### src/rtl/voice_pitch_scheduler.sv
// Round-robin scheduler that shares one fixed-latency note-to-DDS converter among all voices.
// A voice is queued when its note or the shared pitch wheel changes, and its result is latched afterwards.
module voice_pitch_scheduler #(
  parameter int unsigned VOICES   = 8,
  parameter int unsigned CONV_LAT = 6,
  localparam int unsigned VW      = $clog2(VOICES)
) (
  input  logic                   CLK,
  input  logic                   RESET,
  input  logic [7*VOICES-1:0]    VOICE_NOTE,
  input  logic [13:0]            PITCH,
  output logic [6:0]             CONV_NOTE,
  output logic [13:0]            CONV_PITCH,
  input  logic [31:0]            CONV_ADDER,
  output logic [32*VOICES-1:0]   ADDER_OUT,
  output logic                   UPD_STB,
  output logic [VW-1:0]          UPD_VOICE,
  output logic                   BUSY
);

  localparam int unsigned CntW = $clog2(CONV_LAT);
  localparam logic [CntW-1:0] CntLoad = CntW'(CONV_LAT - 1);
  localparam logic [13:0] PitchCentre = 14'd8192;

  typedef enum logic [1:0] {StIdle, StIssue, StWait, StStore} state_e;

  state_e          state_q, state_d;
  logic [VW-1:0]   ptr_q, ptr_d;
  logic [VW-1:0]   v_q, v_d;
  logic            fresh_q, fresh_d;
  logic [CntW-1:0] cnt_q, cnt_d;
  logic [VOICES-1:0] dirty_q, dirty_d;
  logic [6:0]      note_snap_q [VOICES];
  logic [6:0]      note_snap_d [VOICES];
  logic [13:0]     pitch_snap_q, pitch_snap_d;
  logic [6:0]      conv_note_q, conv_note_d;
  logic [13:0]     conv_pitch_q, conv_pitch_d;
  logic [31:0]     adder_q [VOICES];
  logic [31:0]     adder_d [VOICES];
  logic            upd_stb_q, upd_stb_d;
  logic [VW-1:0]   upd_voice_q, upd_voice_d;

  logic [6:0]      note_in [VOICES];
  logic            sel_found;
  logic [VW-1:0]   sel_idx;
  int unsigned     sel_probe;

  for (genvar g = 0; g < VOICES; g++) begin : g_voice
    assign note_in[g]            = VOICE_NOTE[7*g +: 7];
    assign ADDER_OUT[32*g +: 32] = adder_q[g];
  end

  // Search starts just past the last stored voice; straight after reset nothing has been
  // stored yet, so the search starts at ptr itself and the first pass runs 0..VOICES-1.
  always_comb begin
    sel_found = 1'b0;
    sel_idx   = '0;
    sel_probe = 0;
    for (int unsigned k = 0; k < VOICES; k++) begin
      sel_probe = int'(ptr_q) + k + (fresh_q ? 0 : 1);
      if (sel_probe >= VOICES) sel_probe = sel_probe - VOICES;
      if (!sel_found && dirty_q[VW'(sel_probe)]) begin
        sel_found = 1'b1;
        sel_idx   = VW'(sel_probe);
      end
    end
  end

  always_comb begin
    state_d      = state_q;
    ptr_d        = ptr_q;
    v_d          = v_q;
    fresh_d      = fresh_q;
    cnt_d        = cnt_q;
    dirty_d      = dirty_q;
    note_snap_d  = note_snap_q;
    pitch_snap_d = PITCH;
    conv_note_d  = conv_note_q;
    conv_pitch_d = conv_pitch_q;
    adder_d      = adder_q;
    upd_stb_d    = 1'b0;
    upd_voice_d  = upd_voice_q;

    unique case (state_q)
      StIdle: begin
        if (sel_found) begin
          v_d     = sel_idx;
          state_d = StIssue;
        end
      end
      StIssue: begin
        conv_note_d      = note_in[v_q];
        conv_pitch_d     = PITCH;
        note_snap_d[v_q] = note_in[v_q];
        dirty_d[v_q]     = 1'b0;
        cnt_d            = CntLoad;
        state_d          = StWait;
      end
      StWait: begin
        cnt_d = cnt_q - 1'b1;
        if (cnt_q == CntW'(1)) state_d = StStore;
      end
      StStore: begin
        adder_d[v_q] = CONV_ADDER;
        upd_stb_d    = 1'b1;
        upd_voice_d  = v_q;
        ptr_d        = v_q;
        fresh_d      = 1'b0;
        state_d      = StIdle;
      end
      default: state_d = StIdle;
    endcase

    // The issued voice is exempt in its ISSUE cycle: it is converted with the current inputs.
    for (int i = 0; i < VOICES; i++) begin
      if (!(state_q == StIssue && VW'(i) == v_q) &&
          (note_in[i] != note_snap_q[i] || PITCH != pitch_snap_q)) begin
        dirty_d[i] = 1'b1;
      end
    end
  end

  always_ff @(posedge CLK or posedge RESET) begin
    if (RESET) begin
      state_q      <= StIdle;
      ptr_q        <= '0;
      v_q          <= '0;
      fresh_q      <= 1'b1;
      cnt_q        <= '0;
      dirty_q      <= '1;
      note_snap_q  <= '{default: '0};
      pitch_snap_q <= PitchCentre;
      conv_note_q  <= '0;
      conv_pitch_q <= PitchCentre;
      adder_q      <= '{default: '0};
      upd_stb_q    <= 1'b0;
      upd_voice_q  <= '0;
    end else begin
      state_q      <= state_d;
      ptr_q        <= ptr_d;
      v_q          <= v_d;
      fresh_q      <= fresh_d;
      cnt_q        <= cnt_d;
      dirty_q      <= dirty_d;
      note_snap_q  <= note_snap_d;
      pitch_snap_q <= pitch_snap_d;
      conv_note_q  <= conv_note_d;
      conv_pitch_q <= conv_pitch_d;
      adder_q      <= adder_d;
      upd_stb_q    <= upd_stb_d;
      upd_voice_q  <= upd_voice_d;
    end
  end

  assign CONV_NOTE  = conv_note_q;
  assign CONV_PITCH = conv_pitch_q;
  assign UPD_STB    = upd_stb_q;
  assign UPD_VOICE  = upd_voice_q;
  assign BUSY       = (state_q != StIdle);

endmodule

### config.mk
export PLATFORM = sky130hd
export DESIGN_NAME = voice_pitch_scheduler
export DESIGN_NICKNAME = d
export VERILOG_FILES = /design/src/rtl/voice_pitch_scheduler.sv
export SDC_FILE = /design/constraint.sdc
export NUM_CORES = 1
export LEC_CHECK = 0
export ABC_AREA = 1
export CORE_UTILIZATION = 44
export DETAILED_ROUTE_END_ITERATION = 12
export PLACE_DENSITY = 0.76
export SETUP_SLACK_MARGIN = 0.02
export SKIP_LAST_GASP = 1
export SLEW_MARGIN = 5
export SYNTH_ARGS = -nofsm -noshare
export SYNTH_HDL_FRONTEND = slang
export SYNTH_SLANG_ARGS = --single-unit
### constraint.sdc
create_clock -name CLK -period 12.25 [get_ports CLK]
set_input_delay 3.0625 -clock CLK [delete_from_list [all_inputs] [get_ports CLK]]
set_output_delay 3.0625 -clock CLK [all_outputs]
set_load 0.05 [all_outputs]
Yosys cells after proc, flatten, opt, wreduce, memory -nomap -nowiden
Index checks and enable logic that the tools add are counted.

Logic and storage cells: 230. Bits of input ports: 104. Flip-flop bits (word level): 368. Output and inout bits: 282.

Order comparisons: 20. Equal/unequal tests: 22. Multiplexer cells: 66. Add/subtract/negate cells: 24. Reductions and logical operators: 62. Bitwise logic cells: 3.

Operators with widths (count): $bwmux W256 (1); $demux W32 S3 (1); $bwmux W56 (1); $ne A7 B7 Y1 (8); $mux W3 (16); $lt A3 B4 Y1 const B (9); $add A4 B1 Y5 (7); $ge A5 B4 Y1 const B (7); $mux W32 (1); $mux W1 (27); $sub A3 B1 Y3 const B (9); $logic_and A1 B1 Y1 (25); $bmux W1 S3 (8); $bmux W7 S3 (1); $demux W7 S3 (1); $mux W7 (3); $reduce_bool A2 Y1 (10); $add A3 B3 Y4 const B (4); $logic_not A1 Y1 (15); $ne A14 B14 Y1 (1); $eq A3 B3 Y1 const A (4); $add A3 B2 Y4 const B (2); $and A8 B8 Y8 (1); $ge A4 B4 Y1 const B (2); 21 further kinds (33).

Logic depth before layout (Yosys ltp)
Gate-level depths: netlist of run 1.

Word-level depth: 30. Gate-level depth with buffers: 18. Gate-level depth less buffers: 18.

Worst setup path before layout of run 1
Ideal clock, no wire load.

Kind: input port to flip-flop. Start: input port PITCH[4]. End: register dirty_q[5]. Arrival: 4.173 ns. Required time: 12.169 ns. Buffers on the path: 0. Setup slack: 7.996 ns. Setup time: 0.081 ns. Stages: 6. Path through: xnor2_1 -> o21ai_0 -> nor4_1 -> nand2_1 -> o31ai_1 -> inv_1.

Longest elaborated chain between the ends: 4. Elaborated cells between the ends (all ways): 5. Classes of those cells: eq/ne: 1; mux: 1; reduce/logical: 3.

RTL lines: start: declaration (RTL line 11) `input logic [13:0] PITCH,`; $ne A14 B14 Y1 (*) (RTL line 117) `(note_in[i] != note_snap_q[i] || PITCH != pitch_snap_q)) begin`; $logic_or A1 B1 Y1 (*) (RTL line 117); $logic_and A1 B1 Y1 (*) (RTL line 116) `if (!(state_q == StIssue && VW'(i) == v_q) &&`; $mux W1 or $reduce_bool A2 Y1 (tied branches); end signal: assignment (RTL line 144) `dirty_q <= dirty_d;`; end: declaration (RTL line 32) `logic [VOICES-1:0] dirty_q, dirty_d;`.

Mark *: on every way between the ends. The rest lies on a longest branch, timed or not. A chain may end at the register's enable or synchronous reset.

Worst setup path after layout of run 1
Start: register state_q[0]. End: output port BUSY.

Longest elaborated chain between the ends: 1.

RTL lines: start: declaration (RTL line 27) `state_e state_q, state_d;`; start signal: assignment (RTL line 125) `state_q <= StIdle;`; start signal: assignment (RTL line 139) `state_q <= state_d;`; $reduce_bool A2 Y1 (RTL line 159) `assign BUSY = (state_q != StIdle);`; end: declaration (RTL line 18) `output logic BUSY`.

Every way passes these cells.

==> impl_metrics.json, run 1 <==
{
  "cts_resized": 0,
  "cts-root-buf": "clkbuf_16",
  "pwr-share-clk_pct": 41.8,
  "slew_headroom_pct": 25.8,
  "post-cts-setup-buffers": 0,
  "yosysSeqAreaShare_pct": 60.9,
  "final_cells": 2449,
  "synth_top_area_share_pct": 59.0,
  "synth.cell_area_mm2": 0.0151,
  "wl_per_cell_um": 19.6,
  "ios": 386,
  "pwr-share-seq_pct": 45.5,
  "grt_overflow_total": 0,
  "vias_per_cell": 5.21,
  "start_util_pct": 44.9,
  "clockBufferDepth": 3,
  "crit_fanout": 4,
  "fin_crit_sh_pct": 42.7,
  "p_switching_uw": 755,
  "crit_arrival_ns": 2.17,
  "synthTopCellsByArea": "dfrtp_1 (59%), nand2_1 (11%), o21ai_0 (10%)",
  "route.antenna.remaining_nets": 0,
  "setup_tns_ns": 0,
  "crit_start": "state_q[0]$_DFFE_PP0P_",
  "hold_class": "flip-flop to flip-flop",
  "avgSynthCellArea_um2": 9.43,
  "layout_common_cells": "nand2_1 (436), clkdlybuf4s50_1 (385), dfrtp_1 (357), o21ai_0 (306), inv_1 (103)",
  "cts_tree": "built",
  "wl_um": 48000,
  "hp-start": "CONV_PITCH[1]$_DFFE_PP0P_",
  "crit_type": "flip-flop to output pin",
  "vdd_drop_max_uv": 114,
  "ctsHoldBuffers": 0,
  "cts_sinks": 368,
  "drt_iter0_drc": 1016,
  "coreArea_mm2": 0.0337,
  "sw_frac_of_total_pct": 26.7,
  "intPower_uw": 2080,
  "fill_cells": 2858,
  "drc_errors": 0,
  "die-area_mm2": 0.0351,
  "grt_pass1_vias": 12722,
  "leakage_uw": 0.00957,
  "final_common_cell": "nand2_1",
  "place_inst": 2381,
  "combPwrFrac_pct": 12.7,
  "async_flop_share_pct": 100,
  "syn_inst": 1605,
  "grt_pass1_wl_um": 74800,
  "r2r_start": "fresh_q$_DFFE_PP1P_",
  "synth_cell_types": 45,
  "rows": 67,
  "p_total_uw": 2830,
  "clock-skew-final_ns": 0.0282,
  "grt_use_total_pct": 27.4,
  "grt_max_degree": 199,
  "vias": 12768,
  "r2r_end": "v_q[2]$_DFFE_PP0P_",
  "max_freq_mhz": 191,
  "rsz0062_at_grt": "false",
  "yosys_warnings": 0,
  "drtPass1Iterations": 5,
  "finalSetupViolations": 0,
  "gp_congestion": 0.951,
  "layout_min_cycle_time_ns": 5.24,
  "powerDensity_mw_per_mm2": 137,
  "synth_fp_nets": 1721,
  "portBuffers": 385,
  "final_nets": 2090,
  "ys_ff_latch": 368,
  "cts_max_level": 2,
  "insertion_delay_ns": 0.54,
  "yosysTopAreaCell": "dfrtp_1",
  "crit_path_end_kind": "output pin",
  "die_h_um": 187,
  "drv_cap": 0,
  "worstMarginPinSlew_ns": 1.11,
  "die_x_um": 187,
  "hold_viol_final": 0,
  "outcome": "completed",
  "maxSlewViolCount": 0,
  "holdWs_ns": 0.476,
  "area_delta_synth_final_pct": 36.7,
  "hpwlAfterDp_um": 33700,
  "rrSetupSlack_ns": 9.62,
  "antenna_found_initial": 1,
  "synth_edf_count": 0,
  "ff2ff_path_depth": 16,
  "drive_above_1_share_pct": 6.90,
  "cp-start-kind": "flip-flop",
  "cts_buffers": 39,
  "cts.clk_slew.worst_paths_ns": 0.06,
  "required_ns": 9.19,
  "synth_flop_cell": "dfrtp_1",
  "endpoint": "BUSY"
}
## worst max-delay path, cell delays in order (launching register included)
cell             delay (ns)
dfrtp_1                0.37
inv_1                  0.08
ha_1                   0.28
inv_1                  0.08
clkdlybuf4s50_1        0.85
## cell type report
type | instances | area, um2 | share of cell area, %
multi-input combinational | 1053 | 5220 | 25.2
tap | 448 | 561 | 2.71
clock inverter | 10 | 130 | 0.629
antenna | 1 | 2.50 | 0.0121
sequential | 368 | 9220 | 44.6
timing repair buffer | 398 | 3960 | 19.2
inverter | 114 | 437 | 2.11
clock buffer | 57 | 1150 | 5.58
## logic make-up after synthesis
kind of cell    share of synthesized area, %
simple gates                            16.5
compound gates                          14.1
buf+inv                                 4.79
flops                                   60.9
xor+xnor                                2.69
fa+ha+maj                              0.992
## Yosys cell counts, types with 7 or more instances
cell type    n
nand4_1     11
o22ai_1      9
xor2_1      28
dfrtp_1    357
clkbuf_1    57
nor2_1      66
o21ai_0    306
ha_1        12
a21oi_1     40
inv_2        8
nand2_1    440
nand3_1     39
buf_2       10
nand3_2      7
a22oi_1     11
dfstp_2     11
inv_1      104
nand2_2     11
xnor2_1     13
## worst min path at each step
stage,endpoint,slack (ns),depth (start not counted)
finish,CONV_PITCH[1]$_DFFE_PP0P_,0.48,2
global route,fresh_q$_DFFE_PP1P_,0.49,2
CTS,CONV_PITCH[10]$_DFFE_PP0P_,0.48,2
detailed placement,CONV_PITCH[10]$_DFFE_PP0P_,0.46,2
global placement,CONV_PITCH[12]$_DFFE_PP0P_,0.45,2
floorplan,fresh_q$_DFFE_PP1P_,0.45,2
## metal layers
metal	GRT usage (%)	vias up	part of all wire, %
li1	-	5983	-
met3	9.12	100	9.7
met4	10.3	0	3.6
met5	0	-	0
met1	34.7	6199	40
met2	43.8	486	47
## through the flow
stage	worst slack [ns]	cell area, um2	utilization (%)
after floorplan	4.26	15100	-
after global placement	6.49	19400	57.6
after detailed placement	6.44	19400	57.6
after CTS	6.97	20700	61.4
after global routing	6.66	20700	61.4
final	7.01	20700	61.4
## state kept, by name, indices dropped and copies added (netlist names)
| name | flops |
|---|---|
| ADDER_OUT | 256 |
| CONV_NOTE | 7 |
| CONV_PITCH | 14 |
| UPD_STB | 1 |
| UPD_VOICE | 3 |
| cnt_q | 3 |
| dirty_q | 8 |
| fresh_q | 1 |
| note_snap_q | 56 |
| pitch_snap_q | 14 |
| state_q | 2 |
| v_q | 3 |
## power by group through the flow
stage / sequential, uW / combinational (uW) / clock (uW)
finish: 1290 / 359 / 1180
global route: 1290 / 382 / 1250
CTS: 1290 / 362 / 1200
detailed placement: 1310 / 360 / 0
global placement: 1310 / 357 / 0
floorplan: 1440 / 76.5 / 0
No activity file was read; power rests on OpenSTA's default activity.
==> run 2, diff against run 1 <==
--- a/config.mk
+++ b/config.mk
@@ -6,9 +6,9 @@
 export NUM_CORES = 1
 export LEC_CHECK = 0
 export ABC_AREA = 1
-export CORE_UTILIZATION = 44
+export CORE_UTILIZATION = 45
 export DETAILED_ROUTE_END_ITERATION = 12
-export PLACE_DENSITY = 0.76
+export PLACE_DENSITY = 0.74
 export SETUP_SLACK_MARGIN = 0.02
 export SKIP_LAST_GASP = 1
 export SLEW_MARGIN = 5
==> constraint.sdc (replaced) <==
create_clock -name CLK -period 4.9 [get_ports CLK]
set_input_delay 1.225 -clock CLK [delete_from_list [all_inputs] [get_ports CLK]]
set_output_delay 1.225 -clock CLK [all_outputs]
set_load 0.05 [all_outputs]
==> run 2 against run 1 <==
  * Worst hold slack got worse by 0.0087 ns
  * Sequential power rose to 2.5 times the previous value
  * Cell count fell by 0.12%
  * Power rose by 150%
  * Via count rose by 0.63%
  * Critical path type unchanged
  * Highest routed layer unchanged
==> impl_metrics.json, run 2 (synthesis gave the netlist of run 1 again) <==
{
  "crit_path_end_kind": "output pin",
  "start_util_pct": 46.2,
  "post-cts-setup-buffers": 0,
  "drt_iter0_drc": 1078,
  "cts_sinks": 368,
  "drtPass1Iterations": 5,
  "crit_type": "flip-flop to output pin",
  "cts-root-buf": "clkbuf_16",
  "leakage_uw": 0.00957,
  "outcome": "completed",
  "layout_min_cycle_time_ns": 3.42,
  "use_met2_pct": 45.6,
  "wl_per_cell_um": 20.2,
  "ios": 386,
  "drive_above_1_share_pct": 6.79,
  "wl_um": 49400,
  "required_ns": 3.67,
  "place_inst": 2379,
  "die_x_um": 185,
  "stdcell_area_mm2": 0.0207,
  "powerDensity_mw_per_mm2": 339,
  "coreArea_mm2": 0.0328,
  "portBuffers": 385,
  "crit_arrival_ns": 2.20,
  "crit_fanout": 4,
  "clock-skew-final_ns": 0.0202,
  "final_nets": 2094,
  "area_delta_synth_final_pct": 36.7,
  "hold_viol_final": 0,
  "place_area_mm2": 0.0195,
  "clockBufferDepth": 3,
  "route.antenna.remaining_nets": 0,
  "die_h_um": 185,
  "largest_register_ffs": 256,
  "grt_use_met1_pct": 36.4,
  "hpwlAfterDp_um": 35000,
  "grt_pass1_wl_um": 75100,
  "cp-start-kind": "flip-flop",
  "grt_max_degree": 71,
  "drv_cap": 0,
  "vdd_drop_max_uv": 297,
  "vias_per_cell": 5.25,
  "max_freq_mhz": 292,
  "insertion_delay_ns": 0.55,
  "final_cells": 2446,
  "ctsHoldBuffers": 0,
  "drc_errors": 0,
  "worstMarginPinSlew_ns": 1.40,
  "antenna_found_initial": 1,
  "grt_overflow_total": 0,
  "hold_class": "flip-flop to flip-flop",
  "grt_pass1_vias": 13092,
  "cts_buffers": 39,
  "setup_tns_ns": 0,
  "cts_tree": "built",
  "fill_cells": 2686,
  "grt_use_total_pct": 29.1,
  "cts_resized": 0,
  "finalSetupViolations": 0,
  "maxSlewViolCount": 0,
  "vias": 12849,
  "cts.clk_slew.worst_paths_ns": 0.06,
  "final_common_cell": "nand2_1",
  "slew_headroom_pct": 6.31,
  "grt-busiest-layer": "met2",
  "die-area_mm2": 0.0344,
  "fin_crit_sh_pct": 69.9,
  "rows": 66,
  "layout_common_cells": "nand2_1 (436), clkdlybuf4s50_1 (385), dfrtp_1 (357), o21ai_0 (306), inv_1 (103)",
  "grt_use_met3_pct": 10.8,
  "rsz0062_at_grt": "false",
  "cts_max_level": 2,
  "gp_congestion": 0.915
}
run 2: cell types whose count changed in the layout (fill, tap and decap cells not counted), sizes merged:
cell / change
buf: +4
clkinvlp: -2
inv: -1
clkinv: +2
run 2: report_power, final:
part | internal [uW] | switching, uW | leakage (uW)
clock | 1670 | 1210 | 0.000600
sequential | 3150 | 70.7 | 0.00405
combinational | 303 | 606 | 0.00492
run 2: worst paths after layout:
kind	start	end	slack, ns	cells past startpoint
max in group asynchronous	RESET	ADDER_OUT[214]$_DFFE_PP0P_	2.53	3
min in group asynchronous	RESET	ADDER_OUT[2]$_DFFE_PP0P_	1.27	2
setup reg to reg	v_q[0]$_DFFE_PP0P_	ADDER_OUT[55]$_DFFE_PP0P_	1.92	6
hold reg to reg	CONV_PITCH[11]$_DFFE_PP0P_	CONV_PITCH[11]$_DFFE_PP0P_	0.47	2
setup / recovery	state_q[0]$_DFFE_PP0P_	BUSY	1.48	4
hold / removal	CONV_PITCH[11]$_DFFE_PP0P_	CONV_PITCH[11]$_DFFE_PP0P_	0.47	2
run 2: critical path, stage by stage, from the launching register on:
cell	delay (ns)
dfrtp_1	0.37
inv_1	0.08
ha_1	0.27
inv_1	0.08
clkdlybuf4s50_1	0.85
run 2: layout make-up:
type                    instances  area (um2)  area share [%]
multi-input cells            1053        5220            25.2
clock buffers                  57        1100            5.33
repair buffers                402        4030            19.5
clock inverters                 9         118           0.568
diodes                          1        2.50          0.0121
flip-flops and latches        368        9220            44.6
inverters                     114         437            2.11
well taps                     442         553            2.67
run 2: through the flow:
| stage | total power (uW) | setup slack (ns) | hold WS (ns) | util [%] |
|---|---|---|---|---|
| floorplan | 3780 | -1.25 | 0.446 | - |
| CTS | 7060 | 1.43 | 0.472 | 63.1 |
| detailed placement | 4190 | 1.16 | 0.459 | 59.4 |
| global placement | 4170 | 1.26 | 0.453 | 59.4 |
| global route | 7230 | 1.37 | 0.479 | 63.1 |
| finish | 7020 | 1.48 | 0.468 | 63.1 |
run 2: routing by layer:
| layer | routed length [um] | share of wire, % |
|---|---|---|
| met5 | 0 | 0 |
| met1 | 19600 | 40 |
| met3 | 5280 | 11 |
| met2 | 22600 | 46 |
| met4 | 1970 | 4.0 |
==> run 3, diff against run 2 <==
==> constraint.sdc (replaced) <==
create_clock -name CLK -period 3.3 [get_ports CLK]
set_input_delay 0.825 -clock CLK [delete_from_list [all_inputs] [get_ports CLK]]
set_output_delay 0.825 -clock CLK [all_outputs]
set_load 0.05 [all_outputs]
==> run 3 against run 2 <==
  * Critical path depth unchanged
  * Setup slack worse by 1.2 ns
  * Cell area up 1.2%
  * Die area unchanged
  * Wire length down 2.5%
  * Cell count up 0.74%
  * Combinational power up 49%
  * Register-to-register slack worse by 1.2 ns
  * Clock skew up 0.0010 ns
  * Highest routed layer unchanged
  * Sequential power up 48%
==> impl_metrics.json, run 3 (synthesis gave the netlist of run 1 again) <==
{
  "max_freq_mhz": 333,
  "powerDensity_mw_per_mm2": 513,
  "p_total_uw": 10700,
  "worst-path-buf-inv": 3,
  "clockBufferDepth": 3,
  "leakage_uw": 0.00971,
  "final_util_pct": 63.9,
  "drt_iter0_drc": 792,
  "wl_um": 48100,
  "place_area_mm2": 0.0196,
  "stdcell_area_mm2": 0.0209,
  "crit_path_end_kind": "output pin",
  "rsz0062_at_grt": "false",
  "cp_slowest_cell": "clkdlybuf4s50_1",
  "finalSetupViolations": 0,
  "crit_family": "buffers and inverters",
  "hold_class": "flip-flop to flip-flop",
  "start_util_pct": 46.2,
  "grt_max_degree": 94,
  "cts_sinks": 368,
  "place_inst": 2389,
  "grt_overflow_total": 0,
  "critPathMaxStageDelay_ns": 0.82,
  "final_common_cell": "nand2_1",
  "clock-skew-final_ns": 0.0213,
  "antenna_found_initial": 1,
  "coreArea_mm2": 0.0328,
  "final_cells": 2464,
  "rrSetupSlack_ns": 0.68,
  "drv_cap": 0,
  "ios": 386,
  "pwr-share-clk_pct": 42.9,
  "vias": 12868,
  "die_x_um": 185,
  "combPwrFrac_pct": 12.5,
  "cts_max_level": 2,
  "drc_errors": 0,
  "p_switching_uw": 2850,
  "crit_fanout": 4,
  "crit_type": "flip-flop to output pin",
  "cpMostUsedCell": "inv_1",
  "cts.clk_slew.worst_paths_ns": 0.06,
  "final_nets": 2105,
  "post-cts-setup-buffers": 0,
  "route.antenna.remaining_nets": 0,
  "fin_crit_sh_pct": 91.1,
  "vdd_drop_max_uv": 415,
  "grt_pass1_vias": 12858,
  "intPower_uw": 7900,
  "ctsHoldBuffers": 0,
  "pwr-share-seq_pct": 44.5,
  "insertion_delay_ns": 0.54,
  "cts-root-buf": "clkbuf_16",
  "drive_above_1_share_pct": 7.77,
  "fill_cells": 2638,
  "drtPass1Iterations": 5,
  "largest_register_ffs": 256,
  "cts_resized": 0,
  "cp-start-kind": "flip-flop",
  "portBuffers": 385,
  "rows": 66,
  "layout_min_cycle_time_ns": 3.01,
  "die_h_um": 185,
  "slew_headroom_pct": 37.8,
  "crit_arrival_ns": 2.18,
  "worstMarginPinSlew_ns": 0.930,
  "wl_per_cell_um": 19.5,
  "maxSlewViolCount": 0,
  "gp_congestion": 0.935,
  "cts_tree": "built",
  "required_ns": 2.47,
  "cts_buffers": 40,
  "area_delta_synth_final_pct": 38.4,
  "crit_chain": "inv_1 > ha_1 > inv_1 > clkdlybuf4s50_1",
  "vias_per_cell": 5.22,
  "grt_use_total_pct": 28.3,
  "hold_viol_final": 0,
  "die-area_mm2": 0.0344,
  "grt_pass1_wl_um": 73900,
  "sw_frac_of_total_pct": 26.5,
  "outcome": "completed",
  "layout_common_cells": "nand2_1 (436), clkdlybuf4s50_1 (385), dfrtp_1 (357), o21ai_0 (306), inv_1 (103)",
  "hpwlAfterDp_um": 34600
}
-- run 3: per-stage QoR --
step,setup TNS [ns],worst slack (ns),hold slack [ns]
2_1_floorplan,-888.32,-2.45,0.446
3_3_place_gp,0,0.495,0.454
3_5_place_dp,0,0.413,0.458
4_1_cts,0,0.250,0.472
5_1_grt,0,0.184,0.489
6_report,0,0.293,0.468
-- run 3: per-layer routing --
| metal | GRT usage, % | wire [um] |
|---|---|---|
| met2 | 44.9 | 22000 |
| met1 | 36.3 | 19400 |
| met5 | 0 | 0 |
| met4 | 10.8 | 1940 |
| met3 | 8.63 | 4830 |
-- run 3: layout make-up --
cell class	count	area, um2	area share (%)
Clock inverter	13	175	0.836
Clock buffer	61	1200	5.73
Inverter	114	437	2.08
Tap cell	442	553	2.64
Multi-Input combinational cell	1053	5220	24.9
Timing Repair Buffer	412	4130	19.7
Sequential cell	368	9220	44.0
Antenna cell	1	2.50	0.0119
-- run 3: final timing paths --
kind | start | endpoint | depth (start not counted)
max in group asynchronous | RESET | ADDER_OUT[72]$_DFFE_PP0P_ | 3
worst max-delay path | state_q[0]$_DFFE_PP0P_ | BUSY | 4
worst min-delay path | CONV_PITCH[8]$_DFFE_PP0P_ | CONV_PITCH[8]$_DFFE_PP0P_ | 2
worst min register to register | CONV_PITCH[8]$_DFFE_PP0P_ | CONV_PITCH[8]$_DFFE_PP0P_ | 2
worst max register to register | fresh_q$_DFFE_PP1P_ | v_q[1]$_DFFE_PP0P_ | 16
min in group asynchronous | RESET | ADDER_OUT[66]$_DFFE_PP0P_ | 2
-- run 3: power by group through the flow --
| stage | clock (uW) | combinational (uW) | sequential, uW |
|---|---|---|---|
| 2_1_floorplan | 0 | 284 | 5330 |
| 3_3_place_gp | 0 | 1340 | 4860 |
| 3_5_place_dp | 0 | 1350 | 4860 |
| 4_1_cts | 4690 | 1360 | 4790 |
| 5_1_grt | 4880 | 1430 | 4800 |
| 6_report | 4610 | 1350 | 4790 |
-- run 3: worst min-delay path, delay by kind of cell (launching register included) --
kind             cells  cell delay (ns)
DFF                  1             0.34
and+or+nand+nor      2             0.10
